File: src/rtl/branch_ctrl_pkg.sv
// Shared constants, FSM state type and the saturating-counter helper for the
// branch resolution controller.
package branch_ctrl_pkg;

  localparam logic [3:0]  BRANCH_OP = 4'b0010;
  localparam logic [1:0]  BHT_RESET = 2'b01;
  localparam int unsigned PC_INC    = 4;

  typedef enum logic {
    IDLE  = 1'b0,
    FLUSH = 1'b1
  } state_e;

  // Two-bit counter stepped toward the resolved outcome, pinned at 00 and 11.
  function automatic logic [1:0] satUpdate(input logic [1:0] ctr, input logic taken);
    logic [1:0] nextCtr;
    nextCtr = ctr;
    if (taken && ctr != 2'b11) begin
      nextCtr = ctr + 2'b01;
    end else if (!taken && ctr != 2'b00) begin
      nextCtr = ctr - 2'b01;
    end
    return nextCtr;
  endfunction

endpackage

File: src/rtl/branch_bht.sv
// Branch history table: 2^IDX_BITS two-bit saturating counters with an
// asynchronous lookup port and a synchronous update port.
module branch_bht
  import branch_ctrl_pkg::*;
#(
  parameter int IDX_BITS = 4
) (
  input  logic                clk_i,
  input  logic                reset_n_i,
  input  logic [IDX_BITS-1:0] rdIdx_i,
  output logic [1:0]          rdCtr_o,
  input  logic                updEn_i,
  input  logic [IDX_BITS-1:0] updIdx_i,
  input  logic                updTaken_i
);

  localparam int ENTRIES = 1 << IDX_BITS;

  logic [1:0] bht_q [ENTRIES];

  // The read is not bypassed: a same-cycle update becomes visible next cycle.
  always_ff @(posedge clk_i or negedge reset_n_i) begin
    if (!reset_n_i) begin
      for (int i = 0; i < ENTRIES; i++) begin
        bht_q[i] <= BHT_RESET;
      end
    end else if (updEn_i) begin
      bht_q[updIdx_i] <= satUpdate(bht_q[updIdx_i], updTaken_i);
    end
  end

  assign rdCtr_o = bht_q[rdIdx_i];

endmodule

File: src/rtl/branch_ctrl.sv
// Branch prediction, EX-stage resolution and mispredict recovery (redirect + flush).
// Define BRANCH_STATS_EN to build the resolved-branch / mispredict counters.
module branch_ctrl
  import branch_ctrl_pkg::*;
#(
  parameter int BITWIDTH     = 32,
  parameter int IDX_BITS     = 4,
  parameter int FLUSH_CYCLES = 2
) (
  input  logic                clk,
  input  logic                reset_n,
  input  logic [BITWIDTH-1:0] if_pc,
  output logic                pred_taken,
  input  logic                ex_valid,
  input  logic [3:0]          ex_opcode,
  input  logic [BITWIDTH-1:0] ex_pc,
  input  logic [BITWIDTH-1:0] ex_target,
  input  logic                ex_pred_taken,
  input  logic                ex_taken,
  output logic                redirect_valid,
  output logic [BITWIDTH-1:0] redirect_pc,
  output logic                flush,
  output logic                stall_fetch,
  output logic [31:0]         stat_branches,
  output logic [31:0]         stat_mispredicts
);

  localparam logic [2:0] FLUSH_CNT_INIT = 3'(FLUSH_CYCLES - 1);

  state_e              state_q, state_d;
  logic [2:0]          flushCnt_q, flushCnt_d;
  logic                redirValid_q;
  logic [BITWIDTH-1:0] redirPc_q, redirPc_d;
  logic [1:0]          lookupCtr;
  logic                resolve;
  logic                mispredict;
  logic                unusedBits;

  // Branches arriving while flushing are younger squashed instructions.
  assign resolve    = ex_valid && (ex_opcode == BRANCH_OP) && (state_q == IDLE);
  assign mispredict = resolve && (ex_taken != ex_pred_taken);

  branch_bht #(
    .IDX_BITS (IDX_BITS)
  ) u_bht (
    .clk_i      (clk),
    .reset_n_i  (reset_n),
    .rdIdx_i    (if_pc[IDX_BITS+1:2]),
    .rdCtr_o    (lookupCtr),
    .updEn_i    (resolve),
    .updIdx_i   (ex_pc[IDX_BITS+1:2]),
    .updTaken_i (ex_taken)
  );

  assign pred_taken = lookupCtr[1];
  assign unusedBits = ^{if_pc[BITWIDTH-1:IDX_BITS+2], if_pc[1:0], lookupCtr[0]};

  always_comb begin
    state_d     = state_q;
    flushCnt_d  = flushCnt_q;
    redirPc_d   = redirPc_q;
    flush       = 1'b0;
    stall_fetch = 1'b0;
    case (state_q)
      IDLE: begin
        if (mispredict) begin
          state_d    = FLUSH;
          flushCnt_d = FLUSH_CNT_INIT;
          redirPc_d  = ex_taken ? ex_target : ex_pc + BITWIDTH'(PC_INC);
        end
      end
      FLUSH: begin
        flush       = 1'b1;
        stall_fetch = 1'b1;
        if (flushCnt_q == 3'd0) begin
          state_d = IDLE;
        end else begin
          flushCnt_d = flushCnt_q - 3'd1;
        end
      end
      default: state_d = IDLE;
    endcase
  end

  always_ff @(posedge clk or negedge reset_n) begin
    if (!reset_n) begin
      state_q      <= IDLE;
      flushCnt_q   <= 3'd0;
      redirValid_q <= 1'b0;
      redirPc_q    <= '0;
    end else begin
      state_q      <= state_d;
      flushCnt_q   <= flushCnt_d;
      redirValid_q <= mispredict;
      redirPc_q    <= redirPc_d;
    end
  end

  assign redirect_valid = redirValid_q;
  assign redirect_pc    = redirPc_q;

`ifdef BRANCH_STATS_EN
  logic [31:0] statBr_q, statBr_d;
  logic [31:0] statMis_q, statMis_d;

  always_comb begin
    statBr_d  = statBr_q;
    statMis_d = statMis_q;
    if (resolve && statBr_q != 32'hFFFF_FFFF) begin
      statBr_d = statBr_q + 32'd1;
    end
    if (mispredict && statMis_q != 32'hFFFF_FFFF) begin
      statMis_d = statMis_q + 32'd1;
    end
  end

  always_ff @(posedge clk or negedge reset_n) begin
    if (!reset_n) begin
      statBr_q  <= 32'd0;
      statMis_q <= 32'd0;
    end else begin
      statBr_q  <= statBr_d;
      statMis_q <= statMis_d;
    end
  end

  assign stat_branches    = statBr_q;
  assign stat_mispredicts = statMis_q;
`else
  assign stat_branches    = 32'd0;
  assign stat_mispredicts = 32'd0;
`endif

endmodule
File: config.mk
export PLATFORM = sky130hd
export DESIGN_NAME = branch_ctrl
export DESIGN_NICKNAME = d
export VERILOG_FILES = /design/src/rtl/branch_ctrl_pkg.sv /design/src/rtl/branch_bht.sv /design/src/rtl/branch_ctrl.sv
export SDC_FILE = /design/constraint.sdc
export NUM_CORES = 1
export LEC_CHECK = 0
export BUFFER_PORTS_ARGS = -buffer_cell sky130_fd_sc_hd__buf_2
export CORE_UTILIZATION = 45
export CTS_CLUSTER_SIZE = 10
export DETAILED_ROUTE_END_ITERATION = 10
export GPL_TIMING_DRIVEN = 0
export PLACE_DENSITY = 0.76
export SLEW_MARGIN = 10
export SYNTH_ARGS = -nofsm -noshare
export SYNTH_HDL_FRONTEND = slang
export SYNTH_SLANG_ARGS = --single-unit
File: constraint.sdc
create_clock -name clk -period 2.4 [get_ports clk]
set_input_delay 0.12 -clock clk [delete_from_list [all_inputs] [get_ports clk]]
set_output_delay 0.12 -clock clk [all_outputs]
set_load 0.01 [all_outputs]
# [Word-level counts from Yosys, hierarchy flattened]
# Cells that the tools add are included.
# W data, S select, Z words.
[word_totals] ff_bits=69 in_bits=105 wordCells=66
[classes] n_addsub=4 n_lt_le_gt_ge=3 n_eq_ne=5 n_mux=20 bitwise_logic=3 n_reduce_logical=11
[op_table] cell="$add A32 B3 Y32 const B" n=1
[op_table] cell="$bwmux W32" n=1
[op_table] cell="$mux W32" n=1
[op_table] cell="$bmux W2 S4" n=2
[op_table] cell="$mux W2" n=8
[op_table] cell="$ge A5 B5 Y1 const B" n=2
[op_table] cell="$not A4 Y5" n=2
[op_table] cell="$demux W2 S4" n=1
[op_table] cell="$logic_and A1 B1 Y1" n=6
[op_table] cell="$mux W3" n=2
[op_table] cell="$ne A2 B2 Y1 const B" n=3
[op_table] cell="$pmux W3 S2" n=1
[op_table] cell="$lt A5 B1 Y1 const B" n=1
[op_table] cell="$eq A4 B2 Y1 const B" n=1
[op_table] cell="$reduce_and A2 Y1" n=2
[op_table] cell="$logic_not A3 Y1" n=1
[op_table] cell="$mux W1" n=3
[op_table] cell="$sub A3 B1 Y3 const B" n=1
[op_table] cell="$add A2 B1 Y2 const B" n=1
[op_table] cell="$pmux W1 S2" n=1
[op_table] cell="$reduce_bool A2 Y1" n=1
[op_table] cell="$sub A2 B1 Y2 const B" n=1
[op_table] cell="$logic_not A1 Y1" n=1
[op_table] cell="$ne A1 B1 Y1" n=1
[op_table] cell="$not A1 Y1" n=1

# [Logic depth before layout (Yosys ltp)]
# Gate-level depths: netlist (run 1).
[logic_depth] ltp_word=10 mapped_depth=12 ltp_nobuf=10

# [Modules after synthesis]
# From an unflattened synthesis (run 1), not the netlist that was laid out.
[hier_totals] cells_unflattened=496 area_unflattened_um2=4917.2
[modules_own_cells] module="branch_ctrl" instances=1 cells_per_inst=339 area_per_inst_um2=2907.8
[modules_own_cells] module="branch_bht" instances=1 cells_per_inst=157 area_per_inst_um2=2009.4

# [Least setup slack after synthesis (run 1)]
# Ideal clock, no wire load.
[synth_path] kind="input port to flip-flop" startpoint="input ex_pc[3]" endpoint="register u_bht.bht_q[3] in the netlist's numbering" setup_ps=65 arrival_ps=2223 setup_slack_ps=112 cell_stages=12 cell_sequence="buf_4 > buf_6 > mux2i_1 > a22oi_1 > nand2_1 > nor2_1 > a31o_2 > ha_1 > mux2i_1 > inv_1 > a31oi_2 > mux2_2"
[synth_between] elab_chain_cells=10 elab_cells_between_ends=19 cone_classes="add/sub (2); order compare (2); eq/ne (1); mux (9); bitwise (1); reduce/logical (4)"
[synth_rtl] item="from (decl)" line="branch_ctrl.sv:16" rtl="input logic [BITWIDTH-1:0] ex_pc,"
[synth_rtl] item="$not A4 Y5 (not written as such) (*)" line="branch_bht.sv:28" rtl="bht_q[updIdx_i] <= satUpdate(bht_q[updIdx_i], updTaken_i);"
[synth_rtl] item="branches (longest 8 deep; another with $sub A2 B1 Y2)"
[synth_rtl] item="$bwmux W32 (*)" line="branch_bht.sv:28"
[synth_rtl] item="to (signal, indexed assignment)" line="branch_bht.sv:28"
[synth_rtl] item="to (decl)" line="branch_bht.sv:19" rtl="logic [1:0] bht_q [ENTRIES];"
# Mark *: on every way between the ends. The select of a mux whose other input is x is not followed.
# A chain may end at the register's enable or synchronous reset.

# [Worst setup path after layout (run 1)]
[layout_path] startpoint="register u_bht.bht_q[22] in the netlist's numbering" endpoint="register u_bht.bht_q[5] in the netlist's numbering"
[layout_between] elab_chain_cells=9 elab_cells_between_ends=13 cone_classes="add/sub (2); eq/ne (1); mux (7); reduce/logical (3)"
[layout_rtl] item="$bmux W2 S4 (*)" line="branch_bht.sv:28"
[layout_rtl] item="$mux W2 (not written as such) (*) (2 in series)" line="branch_bht.sv:28"
[layout_rtl] item="branches (longest 3 deep; another with $sub A2 B1 Y2)"
[layout_rtl] item="$mux W2 (*)" line="branch_ctrl_pkg.sv:18" rtl="if (taken && ctr != 2'b11) begin"
[layout_rtl] item="$mux W2 (*)" line="branch_bht.sv:27" rtl="end else if (updEn_i) begin"
[layout_rtl] item="$bwmux W32 (*)" line="branch_bht.sv:28"
# Marks and branches as above.

==> flow_metrics.py, run 1 <==
metrics = {
    "placed_design": {
        "dp_hpwl_um": 9560,
        "port_buffers": 110,
        "placed_cells": 802,
        "gp_congestion": 0.919,
        "dp_slack_ps": -460,
    },
    "detailed_routing": {
        "num_vias": 4208,
        "first_pass_iters": 6,
        "wl_um": 12600,
        "vias_per_cell": 5.12,
        "antenna_left": 0,
        "drc": 0,
        "first_iter_violations": 254,
        "wl_per_cell_um": 15.3,
    },
    "hold_path": {
        "hold_class": "in2reg",
        "min_from": "ex_target[16]",
        "holdPathStages": 3,
    },
    "clock_tree": {
        "cts_tree": "done",
        "htreeDepth": 3,
        "cts_num_sinks": 69,
        "clk_latency_ps": 350,
        "cts-root-buf": "clkbuf_8",
        "clk_pin_slew_worst_paths_ps": 80,
        "clk_path_buf_depth": 2,
        "cts_buffers": 9,
    },
    "critical_path": {
        "crit_type": "reg2reg",
        "crit_fanout": 8,
        "path_cells": "mux2i_1 -> a22oi_1 -> nand2_1 -> nor2_2 -> a31oi_1 -> ha_1 -> buf_6 -> a21o_4 -> a31oi_4 -> mux2_2",
        "critPathCaptureType": "register",
        "reg2regPathDepth": 10,
        "cp.required_ps": 2690,
        "reg2reg_from": "u_bht.bht_q[22]",
        "crit_path_top_delay_cell": "dfstp_2",
        "critPathTopFamily": "compound AO/OA/AOI/OAI gates",
        "critPathBufInv": 1,
        "cp-start-kind": "register",
        "arrival_ps": 2740,
        "cp.depth": 10,
        "cpPeakStageDelay_ps": 540,
        "startpoint": "u_bht.bht_q[22]",
    },
    "global_route": {
        "grt_pass1_vias": 3921,
        "grt_max_degree": 36,
        "grt.overflow.total": 0,
        "grt_first_pass_wirelength_um": 19600,
        "grt_usage_pct": 22.5,
        "grt_antenna_before_repair": 0,
    },
    "status": {
        "status": "finished, violations left",
        "violations": "setup timing",
    },
    "logic_synthesis": {
        "ys_seq_area_share_pct": 36.2,
        "synth_edf_count": 0,
        "synthFlopType": "dfrtp_1",
        "synth_cell_types": 53,
        "yosys_warnings": 0,
        "syn_inst": 492,
        "syn_avg_cell_area_um2": 9.82,
        "synth_async_sr_flop_share_pct": 100,
        "synth_area_um2": 4830,
        "ys_ff_latch": 69,
    },
    "cells_and_area": {
        "seq_area_um2": 1750,
        "final_cells": 822,
        "syn_to_final_growth_pct": 27.2,
        "drive_above_1_share_pct": 40.7,
        "layout_common_cells": "114 x buf_2, 68 x buf_4, 64 x conb_1",
        "antennaDiodeCount": 0,
        "utilization_pct": 59.2,
        "final_nets": 794,
        "multiInputGateArea_um2": 2760,
        "nFillCells": 908,
        "mostFrequentLayoutCell": "buf_2",
    },
    "sta": {
        "fmax_mhz": 408,
        "relSlewSlack_pct": 55.8,
        "worst_pin_slew_ps": 663,
        "finalHoldViolations": 0,
        "rsz0062_at_grt": "yes",
        "fin_skew_ps": 14.3,
        "fin_crit_sh_pct": 102,
        "whs_ps": 63.1,
        "finalSetupViolCount": 10,
        "maxSlewViolCount": 0,
        "finalCriticalPeriod_ps": 2450,
        "finalWorstSetupSlack_ps": -53.9,
    },
    "floorplan": {
        "core_area_um2": 10400,
        "die-height_um": 106,
        "die_w_um": 106,
        "io_pins": 205,
        "die_area_um2": 11200,
        "initial_core_util_pct": 46.6,
        "rows": 37,
    },
    "pwr": {
        "power_leakage_nw": 3.06,
        "power.density_nw_per_um2": 532,
        "ir_drop_mv": 0.345,
    },
    "flow_run": {
        "max-cap-violations": 0,
    },
}
==> cell usage after synthesis (9+ instances only) <==
cell type  instances  share of area [%]
a22o_1            12                2.2
a22oi_1           11                1.7
buf_4             66                 10
clkbuf_1          14                1.1
dfrtp_1           53                 27
dfstp_2           16                8.7
inv_1             12               0.93
mux2_1             9                2.1
mux2_2            28                6.5
mux2i_1           25                5.2
nand2_1           54                4.2
nand3_1           28                2.9
nor2_1            10               0.78
o21ai_0           18                1.9
xnor2_1           21                3.8
==> layout make-up <==
type,instances,area share (%)
multi-input combinational,384,45.0
inverter,13,0.794
clock inverter,7,1.22
buffer,89,9.88
clock buffer,9,2.02
tap,136,2.77
timing repair buffer,115,9.92
sequential,69,28.4
==> cells by family after synthesis <==
kind of cell,count (synthesis),share of synthesized area (%)
other,1,0.0776
DFF,69,36.2
muxes,67,16.1
xor gates and xnor gates,28,5.23
adders and majority gates,8,2.07
and+or+nand+nor,145,16.1
AOI/OAI and AO/OA,72,10.7
buffers and inverters,102,13.5
==> registers in the layout (all words and copies together) (netlist names) <==
signal,flops
state_q,1
redirect_valid,1
redirect_pc,32
u_bht.bht_q,32
flushCnt_q,3
==> final timing paths <==
path                       slack, ps               to
max                              -50   u_bht.bht_q[5]
min                               60  redirect_pc[16]
max reg2reg                      -50   u_bht.bht_q[5]
min reg2reg                      480   redirect_pc[2]
max in group asynchronous       1520  u_bht.bht_q[18]
min in group asynchronous        270   u_bht.bht_q[9]
==> report_power, final <==
part | internal, mW | switching, mW
combinational | 0.426 | 0.475
clock | 0.483 | 0.477
sequential | 1.32 | 0.0879
total | 2.23 | 1.04
==> stage by stage <==
stage          setup TNS, ps  area, µm²  total power [mW]
3_5_place_dp          -10030       5810              2.27
6_report                -372       6140              3.27
3_3_place_gp           -9030       5790              2.23
5_1_grt                -1640       6140              3.44
4_1_cts                -1.09       6050              3.24
2_1_floorplan              0       5070              1.95
==> timing repair <==
| item | CTS | global route |
|---|---|---|
| hold buffers | 1 | 0 |
| setup buffers | 1 | 2 |
| pin swaps | 3 | 6 |
| gates resized for setup | 4 | 19 |
| endpoints found under the setup margin | 17 | 24 |
| gates cloned | 0 | 0 |
| endpoints found under the hold margin | 26 | 0 |
==> tightest hold or removal path, cell delays in order <==
cell      delay [ps]
buf_2             90
nand3_1           70
o211ai_1          80
==> per-layer routing <==
| layer | share of wire, % | global-route usage (%) | vias to the layer above |
|---|---|---|---|
| li1 | - | - | 1995 |
| met1 | 42 | 29.1 | 1983 |
| met2 | 48 | 37.5 | 199 |
| met3 | 6.7 | 3.46 | 31 |
| met4 | 2.9 | 9.42 | 0 |
| met5 | 0 | 0 | - |
Note: power is estimated with default switching activity, not from simulation.
==> inputs of run 2 (changes only) <==
--- a/config.mk
+++ b/config.mk
@@ -5,12 +5,13 @@
 export SDC_FILE = /design/constraint.sdc
 export NUM_CORES = 1
 export LEC_CHECK = 0
+export ABC_AREA = 1
 export BUFFER_PORTS_ARGS = -buffer_cell sky130_fd_sc_hd__buf_2
 export CORE_UTILIZATION = 45
 export CTS_CLUSTER_SIZE = 10
 export DETAILED_ROUTE_END_ITERATION = 10
 export GPL_TIMING_DRIVEN = 0
-export PLACE_DENSITY = 0.76
+export PLACE_DENSITY = 0.75
 export SLEW_MARGIN = 10
 export SYNTH_ARGS = -nofsm -noshare
 export SYNTH_HDL_FRONTEND = slang
==> run 2 against run 1 <==
Against the previous run: largest cell class unchanged; total power grew 15%; global-route usage grew 2.4 points; worst setup slack gained 290 ps; wire length grew 15%; highest routed layer is now met5; final cell count grew 32%; area after synthesis grew 7.8%; the flow now finishes without violations.
==> flow_metrics.py, run 2 <==
metrics = {
    "floorplan": {
        "die_area_um2": 12000,
        "die_w_um": 110,
        "die-height_um": 110,
        "rows": 38,
        "core_area_um2": 11100,
        "io_pins": 205,
        "initial_core_util_pct": 47.0,
    },
    "logic_synthesis": {
        "synth_area_um2": 5210,
        "synth_area_leaders": "dfrtp_1 25%, nand2_1 16%, buf_4 9.5%",
        "synth_edf_count": 0,
        "synth_common_cells": "222 x nand2_1, 94 x nor2_1, 68 x inv_1, 66 x buf_4",
        "ys_seq_area_share_pct": 33.5,
        "syn_inst": 755,
        "synth_cell_types": 44,
        "ys_ff_latch": 69,
        "yosysMostFrequentCell": "nand2_1",
        "synth_top_area_share_pct": 25.5,
        "synthFlopType": "dfrtp_1",
        "syn_avg_cell_area_um2": 6.90,
        "synth_async_sr_flop_share_pct": 100,
        "yosys_warnings": 0,
        "yosysTopAreaCell": "dfrtp_1",
    },
    "detailed_routing": {
        "drc": 0,
        "wl_um": 14500,
        "wl_per_cell_um": 13.3,
        "first_pass_iters": 5,
        "num_vias": 5196,
        "antenna_left": 0,
        "first_iter_violations": 374,
        "vias_per_cell": 4.78,
    },
    "pwr": {
        "comb_power_share_pct": 26.2,
        "switching_share_pct": 31.6,
        "power.density_nw_per_um2": 577,
        "p_seq_share_pct": 38.7,
        "power.switching_mw": 1.19,
        "power_leakage_nw": 3.55,
        "ir_drop_mv": 0.382,
        "clkPwrFrac_pct": 35.1,
        "internal_power_mw": 2.57,
    },
    "cells_and_area": {
        "nFillCells": 1102,
        "syn_to_final_growth_pct": 24.9,
        "drive_above_1_share_pct": 27.9,
        "mostFrequentLayoutCell": "nand2_1",
        "final_nets": 1054,
        "layout_common_cells": "220 x nand2_1, 116 x buf_2, 92 x nor2_1",
        "stdcell_area_um2": 6500,
        "utilization_pct": 58.7,
        "antennaDiodeCount": 0,
    },
    "global_route": {
        "grt_usage_pct": 24.8,
        "grt.overflow.total": 0,
        "grt_first_pass_wirelength_um": 22600,
        "grt_max_degree": 43,
        "grt_antenna_before_repair": 1,
        "grt_pass1_vias": 4638,
    },
    "status": {
        "status": "complete, no violations",
    },
    "placed_design": {
        "dp_slack_ps": -53.3,
        "port_buffers": 110,
        "dp_hpwl_um": 11600,
        "place_area_um2": 6190,
        "gp_congestion": 0.928,
    },
    "sta": {
        "finalWorstSetupSlack_ps": 233,
        "finalHoldViolations": 0,
        "fin_crit_sh_pct": 90.3,
        "rsz0062_at_grt": "no",
        "finalSetupViolCount": 0,
        "worst_pin_slew_ps": 608,
        "maxSlewViolCount": 0,
        "finalCriticalPeriod_ps": 2170,
        "fin_skew_ps": 10.7,
        "finalSetupTns_ps": 0,
        "relSlewSlack_pct": 59.4,
        "fmax_mhz": 461,
    },
    "clock_tree": {
        "cts_buffers": 9,
        "cts_tree": "done",
        "post_cts_buffers": 0,
        "clk_latency_ps": 340,
        "htreeDepth": 3,
        "clk_path_buf_depth": 2,
        "cts_num_sinks": 69,
        "clk_pin_slew_worst_paths_ps": 60,
        "cts-root-buf": "clkbuf_16",
    },
    "critical_path": {
        "critPathCaptureType": "register",
        "cp.required_ps": 2630,
        "reg2reg_slack_ps": 230,
        "cp-start-kind": "register",
        "crit_type": "reg2reg",
        "arrival_ps": 2390,
        "crit_fanout": 10,
    },
    "hold_path": {
        "hold_class": "in2reg",
    },
    "flow_run": {
        "max-cap-violations": 0,
    },
}
==> run 2: cell count changes after synthesis, sizes merged, moves of 10 or more <==
| cell | change |
|---|---|
| nand2 | +177 |
| nor2 | +91 |
| inv | +61 |
| nand3 | +38 |
| mux2 | -37 |
| mux2i | -25 |
| xnor2 | -19 |
| a21oi | +17 |
| o21ai | +16 |
| a22o | -12 |
| a22oi | -11 |
| nor4 | -10 |
==> run 2: area by class of cell <==
class	instances	area, µm²	share of cell area (%)
Buffer	88	636	9.77
Clock buffer	10	229	3.52
Clock inverter	6	63.8	0.981
Inverter	75	289	4.44
Multi-Input combinational cell	586	2780	42.8
Sequential cell	69	1750	26.9
Tap cell	140	175	2.69
Timing Repair Buffer	112	583	8.96
==> run 2: power groups by stage <==
stage	logic [mW]	clock network [mW]	registers (mW)
floorplan	0.543	0	1.52
global placement	0.956	0	1.47
detailed placement	0.974	0	1.47
CTS	0.979	1.33	1.45
global route	1.11	1.38	1.47
finish	0.983	1.32	1.45
==> run 2: per-stage QoR <==
step | hold slack, ps | instances | power (mW)
6_report | 33.9 | 1086 | 3.75
5_1_grt | 26.8 | 1086 | 3.96
4_1_cts | 22.6 | 1086 | 3.76
3_5_place_dp | 59.7 | 1069 | 2.44
3_3_place_gp | 370 | 1068 | 2.43
2_1_floorplan | -176 | 818 | 2.06
==> run 2: what timing repair did <==
item,4_1_cts,5_1_grt
hold buffers,1,0
setup endpoints to repair,0,21
hold endpoints to repair,25,0
gates resized for setup,0,7
==> run 2: critical path, cell delays in order (launching register included) <==
cell and delay [ps]:
dfrtp_1 380, inv_1 100, nand2_1 60, nand2_1 70
nand2_1 60, nand2_1 70, nand2_1 90, nor2_1 170
inv_1 60, ha_1 170, nor2_1 240, nand2_2 180
buf_2 240, nand3_1 120, nand2_1 60
==> run 2: path summary, 6_finish.rpt <==
path | start | endpoint | cells past startpoint
worst max-delay path | u_bht.bht_q[9] | u_bht.bht_q[13] | 14
worst min-delay path | ex_target[21] | redirect_pc[21] | 3
worst max register to register | u_bht.bht_q[9] | u_bht.bht_q[13] | 14
worst min register to register | u_bht.bht_q[0] | u_bht.bht_q[0] | 2
max in group asynchronous | reset_n | u_bht.bht_q[28] | 3
min in group asynchronous | reset_n | u_bht.bht_q[3] | 2
==> run 2: per-layer routing <==
metal | track usage [%] | vias to the layer above | share of wire, %
met1 | 33.3 | 2341 | 45
met3 | 4.15 | 22 | 7.0
li1 | - | 2640 | -
met2 | 40.5 | 191 | 46
met5 | 0 | - | 0.083
met4 | 8.67 | 2 | 1.9
==> run 2: cell families (layout without fill, tap and decap cells) <==
kind of cell | Yosys count | in the layout | share of synthesized area [%]
buffers and inverters | 163 | 291 | 17.7
flip-flops | 69 | 69 | 33.5
other | 1 | 64 | 0.0720
AND/OR/NAND/NOR | 424 | 424 | 36.5
adder cells (fa/ha/maj) | 8 | 8 | 1.92
XOR/XNOR | 8 | 8 | 1.35
AO/OA/AOI/OAI | 82 | 82 | 8.89
